## src/rtl/uart_pkg.sv

```systemverilog
// Shared definitions for the UART receive controller: register addresses,
// STATUS/CTRL bit positions and bus FSM state encodings.
package uart_pkg;

  localparam logic ADR_DATA   = 1'b0;
  localparam logic ADR_STATUS = 1'b1;

  // STATUS/CTRL register bit positions; count occupies bits [8:4]
  localparam int ST_NE      = 0;
  localparam int ST_FULL    = 1;
  localparam int ST_OVR     = 2;
  localparam int ST_ACT     = 3;
  localparam int ST_CNT_LSB = 4;
  localparam int ST_EN      = 16;
  localparam int ST_IE      = 17;

  typedef enum logic {
    BUS_IDLE = 1'b0,
    BUS_ACK  = 1'b1
  } bus_state_e;

endpackage

```

## src/rtl/uart_rx_fifo.sv

```systemverilog
// Receive character FIFO: power-of-two storage with wrapping pointers and an
// occupancy count one bit wider than the pointers.
module uart_rx_fifo #(
  parameter int BITS  = 8,
  parameter int DEPTH = 4
) (
  input  logic                     clk,
  input  logic                     rst,
  input  logic                     push,
  input  logic                     pop,
  input  logic [BITS-1:0]          wdata,
  output logic [BITS-1:0]          rdata,
  output logic                     full,
  output logic                     empty,
  output logic [$clog2(DEPTH):0]   count
);

  localparam int AW = $clog2(DEPTH);
  localparam int CW = AW + 1;

  logic [BITS-1:0] mem [DEPTH];
  logic [AW-1:0]   wptr;
  logic [AW-1:0]   rptr;

  // NOTE: storage is deliberately left out of reset; it is never read while
  // empty, and a reset-free array maps onto plain RAM/flops without a clear.
  always_ff @(posedge clk) begin
    if (push) mem[wptr] <= wdata;
  end

  // Pointers wrap for free because DEPTH is a power of two.
  always_ff @(posedge clk) begin
    if (rst) begin
      wptr  <= '0;
      rptr  <= '0;
      count <= '0;
    end else begin
      if (push) wptr <= wptr + 1'b1;
      if (pop)  rptr <= rptr + 1'b1;
      case ({push, pop})
        2'b10:   count <= count + 1'b1;
        2'b01:   count <= count - 1'b1;
        default: count <= count;
      endcase
    end
  end

  assign rdata = mem[rptr];
  assign full  = (count == CW'(DEPTH));
  assign empty = (count == '0);

endmodule

```

## src/rtl/uart_rx_ctrl.sv

```systemverilog
// UART receive controller: FIFO-buffered characters behind a two-register bus
// slave. Optional interrupt output is built only when UART_RX_IRQ_EN is defined.
module uart_rx_ctrl
  import uart_pkg::*;
#(
  parameter int BITS  = 8,
  parameter int DEPTH = 4
) (
  input  logic            i_wb_clk,
  input  logic            i_wb_rst,
  input  logic            i_rx_done,
  input  logic [BITS-1:0] i_rx_data,
  input  logic            i_rx_active,
  input  logic            i_wb_cyc,
  input  logic            i_wb_we,
  input  logic            i_wb_adr,
  input  logic [31:0]     i_wb_dat,
  output logic [31:0]     o_wb_rdt,
  output logic            o_wb_ack,
  output logic            o_irq
);

  localparam int CW = $clog2(DEPTH) + 1;

  bus_state_e      state_q;
  bus_state_e      state_d;
  logic            fire;
  logic            rd_pop;
  logic            wr_ctrl;
  logic            rx_push;
  logic            ovr_set;
  logic            en_q;
  logic            ovr_q;
  logic            ie;
  logic [31:0]     rd_val;
  logic [31:0]     rdt_q;

  logic [BITS-1:0] fifo_rdata;
  logic            fifo_full;
  logic            fifo_empty;
  logic [CW-1:0]   fifo_count;

  uart_rx_fifo #(
    .BITS  (BITS),
    .DEPTH (DEPTH)
  ) u_fifo (
    .clk   (i_wb_clk),
    .rst   (i_wb_rst),
    .push  (rx_push),
    .pop   (rd_pop),
    .wdata (i_rx_data),
    .rdata (fifo_rdata),
    .full  (fifo_full),
    .empty (fifo_empty),
    .count (fifo_count)
  );

  // NOTE: state registers use non-blocking assignment so every flop samples
  // pre-edge values; combinational blocks use blocking assignment.
  always_ff @(posedge i_wb_clk) begin
    if (i_wb_rst) state_q <= BUS_IDLE;
    else          state_q <= state_d;
  end

  // NOTE: defaults are assigned first so no path leaves state_d unassigned,
  // which would otherwise infer a latch.
  always_comb begin
    state_d = state_q;
    case (state_q)
      BUS_IDLE: if (i_wb_cyc) state_d = BUS_ACK;
      BUS_ACK:  state_d = BUS_IDLE;
      default:  state_d = BUS_IDLE;
    endcase
  end

  // Side effects happen only on the IDLE->ACK edge, once per request.
  assign fire     = (state_q == BUS_IDLE) && i_wb_cyc;
  assign o_wb_ack = (state_q == BUS_ACK);
  assign rd_pop   = fire && !i_wb_we && (i_wb_adr == ADR_DATA) && !fifo_empty;
  assign wr_ctrl  = fire && i_wb_we && (i_wb_adr == ADR_STATUS);

  // A pop in the same cycle frees the slot a full FIFO would otherwise lack.
  assign rx_push = i_rx_done && en_q && (!fifo_full || rd_pop);
  assign ovr_set = i_rx_done && en_q && fifo_full && !rd_pop;

  always_ff @(posedge i_wb_clk) begin
    if (i_wb_rst) begin
      en_q  <= 1'b1;
      ovr_q <= 1'b0;
    end else begin
      if (wr_ctrl) en_q <= i_wb_dat[ST_EN];
      if (ovr_set)                         ovr_q <= 1'b1;
      else if (wr_ctrl && i_wb_dat[ST_OVR]) ovr_q <= 1'b0;
    end
  end

  always_comb begin
    rd_val = '0;
    if (i_wb_adr == ADR_DATA) begin
      if (!fifo_empty) rd_val[BITS-1:0] = fifo_rdata;
    end else begin
      rd_val[ST_NE]               = !fifo_empty;
      rd_val[ST_FULL]             = fifo_full;
      rd_val[ST_OVR]              = ovr_q;
      rd_val[ST_ACT]              = i_rx_active;
      rd_val[ST_CNT_LSB +: CW]    = fifo_count;
      rd_val[ST_EN]               = en_q;
      rd_val[ST_IE]               = ie;
    end
  end

  // Loaded on the edge into ACK and cleared on every other edge, so the bus
  // sees zero whenever ack is low.
  always_ff @(posedge i_wb_clk) begin
    if (i_wb_rst)              rdt_q <= '0;
    else if (fire && !i_wb_we) rdt_q <= rd_val;
    else                       rdt_q <= '0;
  end

  assign o_wb_rdt = rdt_q;

`ifdef UART_RX_IRQ_EN
  logic ie_q;
  logic irq_q;

  always_ff @(posedge i_wb_clk) begin
    if (i_wb_rst) begin
      ie_q  <= 1'b0;
      irq_q <= 1'b0;
    end else begin
      if (wr_ctrl) ie_q <= i_wb_dat[ST_IE];
      irq_q <= ie_q && (!fifo_empty || ovr_q);
    end
  end

  assign ie    = ie_q;
  assign o_irq = irq_q;

  logic unused_dat;
  assign unused_dat = ^{i_wb_dat[31:18], i_wb_dat[15:3], i_wb_dat[1:0]};
`else
  assign ie    = 1'b0;
  assign o_irq = 1'b0;

  logic unused_dat;
  assign unused_dat = ^{i_wb_dat[31:17], i_wb_dat[15:3], i_wb_dat[1:0]};
`endif

endmodule

```

## config.mk

```make
export PLATFORM = sky130hd
export DESIGN_NAME = uart_rx_ctrl
export DESIGN_NICKNAME = d
export VERILOG_FILES = /design/src/rtl/uart_pkg.sv /design/src/rtl/uart_rx_fifo.sv /design/src/rtl/uart_rx_ctrl.sv
export SDC_FILE = /design/constraint.sdc
export NUM_CORES = 1
export LEC_CHECK = 0
export ABC_AREA = 0
export CORE_ASPECT_RATIO = 0.9
export CORE_MARGIN = 4
export CORE_UTILIZATION = 30
export DETAILED_ROUTE_END_ITERATION = 12
export GPL_ROUTABILITY_DRIVEN = 1
export MAX_ROUTING_LAYER = met4
export SLEW_MARGIN = 20
export SYNTH_ARGS = -nofsm -noshare
export SYNTH_HDL_FRONTEND = slang
export SYNTH_SLANG_ARGS = --single-unit
```

## constraint.sdc

```tcl
create_clock -name i_wb_clk -period 3 [get_ports i_wb_clk]
set_input_delay 0.3 -clock i_wb_clk [delete_from_list [all_inputs] [get_ports i_wb_clk]]
set_output_delay 0.3 -clock i_wb_clk [all_outputs]
set_load 0.1 [all_outputs]
```

==> qor.yml <==
final.setup.tns_ns: 0
fp-row-count: 29
rsz0062_at_grt: "false"
holdWs_ns: 0.489
final_cells: 285
max_stage_delay_ns: 0.60
cts_root_buffer: "clkbuf_8"
setup_ws_ns: 0.448
worstMarginPinSlew_ns: 0.976
ant_nets: 0
dpl-instance-area_um2: 2530
dieWidth_um: 99.4
outcome: "finished clean"
drt_iter0_drc: 33
worstPathMaxFanout: 7
antenna_found_initial: 0
ys_warn_count: 0
drtPass1Iterations: 4
htree_num_levels: 2
fill_cells: 713
irDropWorstVdd_mv: 0.307
route.met3.wl_um: 297
cpLargestDelayFamily: "simple AND/OR/NAND/NOR gates"
cp.required_ns: 3.25
viasPerCell: 4.29
gp_congestion: 0.761
maxSlewViolCount: 0
path_cells: "clkdlybuf4s50_1, or4b_1, nor2_1, ha_1, inv_1, fa_1, xor2_1, or3_1, a21oi_1"
antenna_cells: 0
top_layer: "met4"
cts.clk_slew.worst_paths_ns: 0.10
muxShareOfSynthArea_pct: 9.38
ctsHoldBuffers: 0
final_nets: 244
clk_path_buf_depth: 2
leakagePower_nw: 0.935
drv_cap: 0
ys_types: 32
setup_viol: 0
post-dp-hpwl_um: 2730
vias: 1222
dp.cells: 277
yosys.area_share.simple_pct: 8.38
syn_to_final_growth_pct: 17.7
grt-ovfl-total: 0
worstSetupEndpointType: "flip-flop"
remaining_drc_errors: 0
post_cts_resized: 0
ys_seq_elements: 53
initial_core_util_pct: 31.4
clock_sinks: 53
io_pins: 81
grtUsageTotal_pct: 9.17
routed_wl_um: 3770
yosysSeqAreaShare_pct: 61.3
worst-path-buf-inv: 2
io_buffers: 26
final_cell_mix: "32 x edfxtp_1, 25 x clkdlybuf4s50_1, 24 x conb_1, 21 x dfxtp_1, 10 x nor2_1"
drive_above_1_share_pct: 12.5
setup.worst_path.class: "in -> reg"
finalCriticalPeriod_ns: 2.55
critPathLaunchType: "primary input"
synth_top_family_by_area: "buffers and inverters"
place_ws_ns: 0.149
cts_tree: "done"
cp_data_arrival_time_ns: 2.80
grt_pass1_vias: 1210
syn-cell-area_um2: 2250
finish.utilization_pct: 36.9
fmax_mhz: 392
synth_xor_area_share_pct: 0.777
slew-limit-headroom_pct: 34.7
holdCritPathClass: "reg -> reg"
die_h_um: 90.2
post-cts-setup-buffer-count: 0
fin_area_um2: 2650
power_mw: 1.62
synthCells: 161
mostFrequentLayoutCell: "edfxtp_1"
hold_viol: 0
powerDensity_nw_per_um2: 611
wl_per_cell_um: 13.2
cp_slowest_cell: "or4b_1"
coreArea_um2: 7180
r2r_setup_slack_ns: 0.55
min_period_over_period_pct: 85.1
cts_buffers: 5
syn_area_per_cell_um2: 14.0
grt_pass1_wl_um: 6130
synth_compound_area_share_pct: 5.89
wl_met1_um: 1610
clkLatencyLatePin_ns: 0.31
grt_max_degree: 19
dr_wl_met2_um: 1840
dieArea_um2: 8960
synthAdderAreaFrac_pct: 3.66
clock_skew_ns: 0.00652
final timing paths:
kind / start / endpoint / depth (start not counted)
worst min register to register: ovr_q / ovr_q / 2
worst max-delay path: i_wb_cyc / u_fifo.count[2] / 9
worst max register to register: o_wb_ack / u_fifo.count[2] / 8
worst min-delay path: ovr_q / ovr_q / 2
worst register-to-register path: cells and delay by family, from the launching register on:
family          cells  cell delay (ns)
compound gates      1             0.14
xor+xnor            1             0.16
fa+ha+maj           2             0.58
buf+inv             1             0.06
flops               1             0.34
simple gates        3             1.13
area by class of cell:
cell class / instances / area, um^2 / area share, %
Clock buffer: 5 / 68.8 / 2.60
Tap cell: 93 / 116 / 4.39
Sequential cell: 53 / 1380 / 52.1
Timing Repair Buffer: 29 / 280 / 10.6
Clock inverter: 3 / 47.5 / 1.79
Inverter: 9 / 33.8 / 1.27
Multi-Input combinational cell: 93 / 723 / 27.3
registers in the layout (all words and copies together) (netlist names), named ones only:
| signal | flops |
|---|---|
| ovr_q | 1 |
| u_fifo.mem | 32 |
| u_fifo.count | 3 |
| o_wb_rdt | 9 |
| u_fifo.wptr | 2 |
| o_wb_ack | 1 |
| en_q | 1 |
| u_fifo.rptr | 2 |
synth_stat cells:
cell type,count,area (um^2)
a211o_1,1,8.76
a21oi_1,6,30.0
a31oi_4,1,21.3
a32o_1,5,50.1
and2_1,6,37.5
and3_1,1,6.26
buf_2,2,10.0
buf_4,24,180
clkbuf_1,3,11.3
conb_1,1,3.75
dfxtp_1,21,420
edfxtp_1,32,961
fa_1,1,20.0
ha_1,5,62.6
inv_1,9,33.8
mux2_2,1,11.3
mux2i_1,2,20.0
mux4_2,8,180
nand2_1,1,3.75
nand2b_1,3,18.8
nand4_1,1,6.26
nand4b_1,1,8.76
nor2_1,10,37.5
nor3_1,4,20.0
nor3_2,1,10.0
o21ai_0,3,15.0
o31ai_1,1,7.51
or3_1,2,12.5
or4_1,1,7.51
or4b_1,1,10.0
or4b_2,1,10.0
xor2_1,2,17.5
per-layer routing:
| metal | vias to the layer above | GRT usage [%] |
|---|---|---|
| li1 | 592 | - |
| met1 | 576 | 10.9 |
| met2 | 52 | 14.7 |
| met3 | 2 | 3.25 |
| met4 | 0 | 2.73 |
| met5 | - | - |
logic make-up after synthesis:
family / Yosys count
mux: 11
xor+xnor: 2
buf+inv: 38
flops: 53
other cells: 1
fa+ha+maj: 6
simple gates: 33
compound gates: 17
report_power, final:
group / switching (mW) / internal (mW) / total, mW
sequential: 0.0191 / 0.808 / 0.827
clock: 0.241 / 0.255 / 0.496
combinational: 0.229 / 0.0687 / 0.297
total: 0.489 / 1.13 / 1.62
No activity file was read; power rests on OpenSTA's default activity.
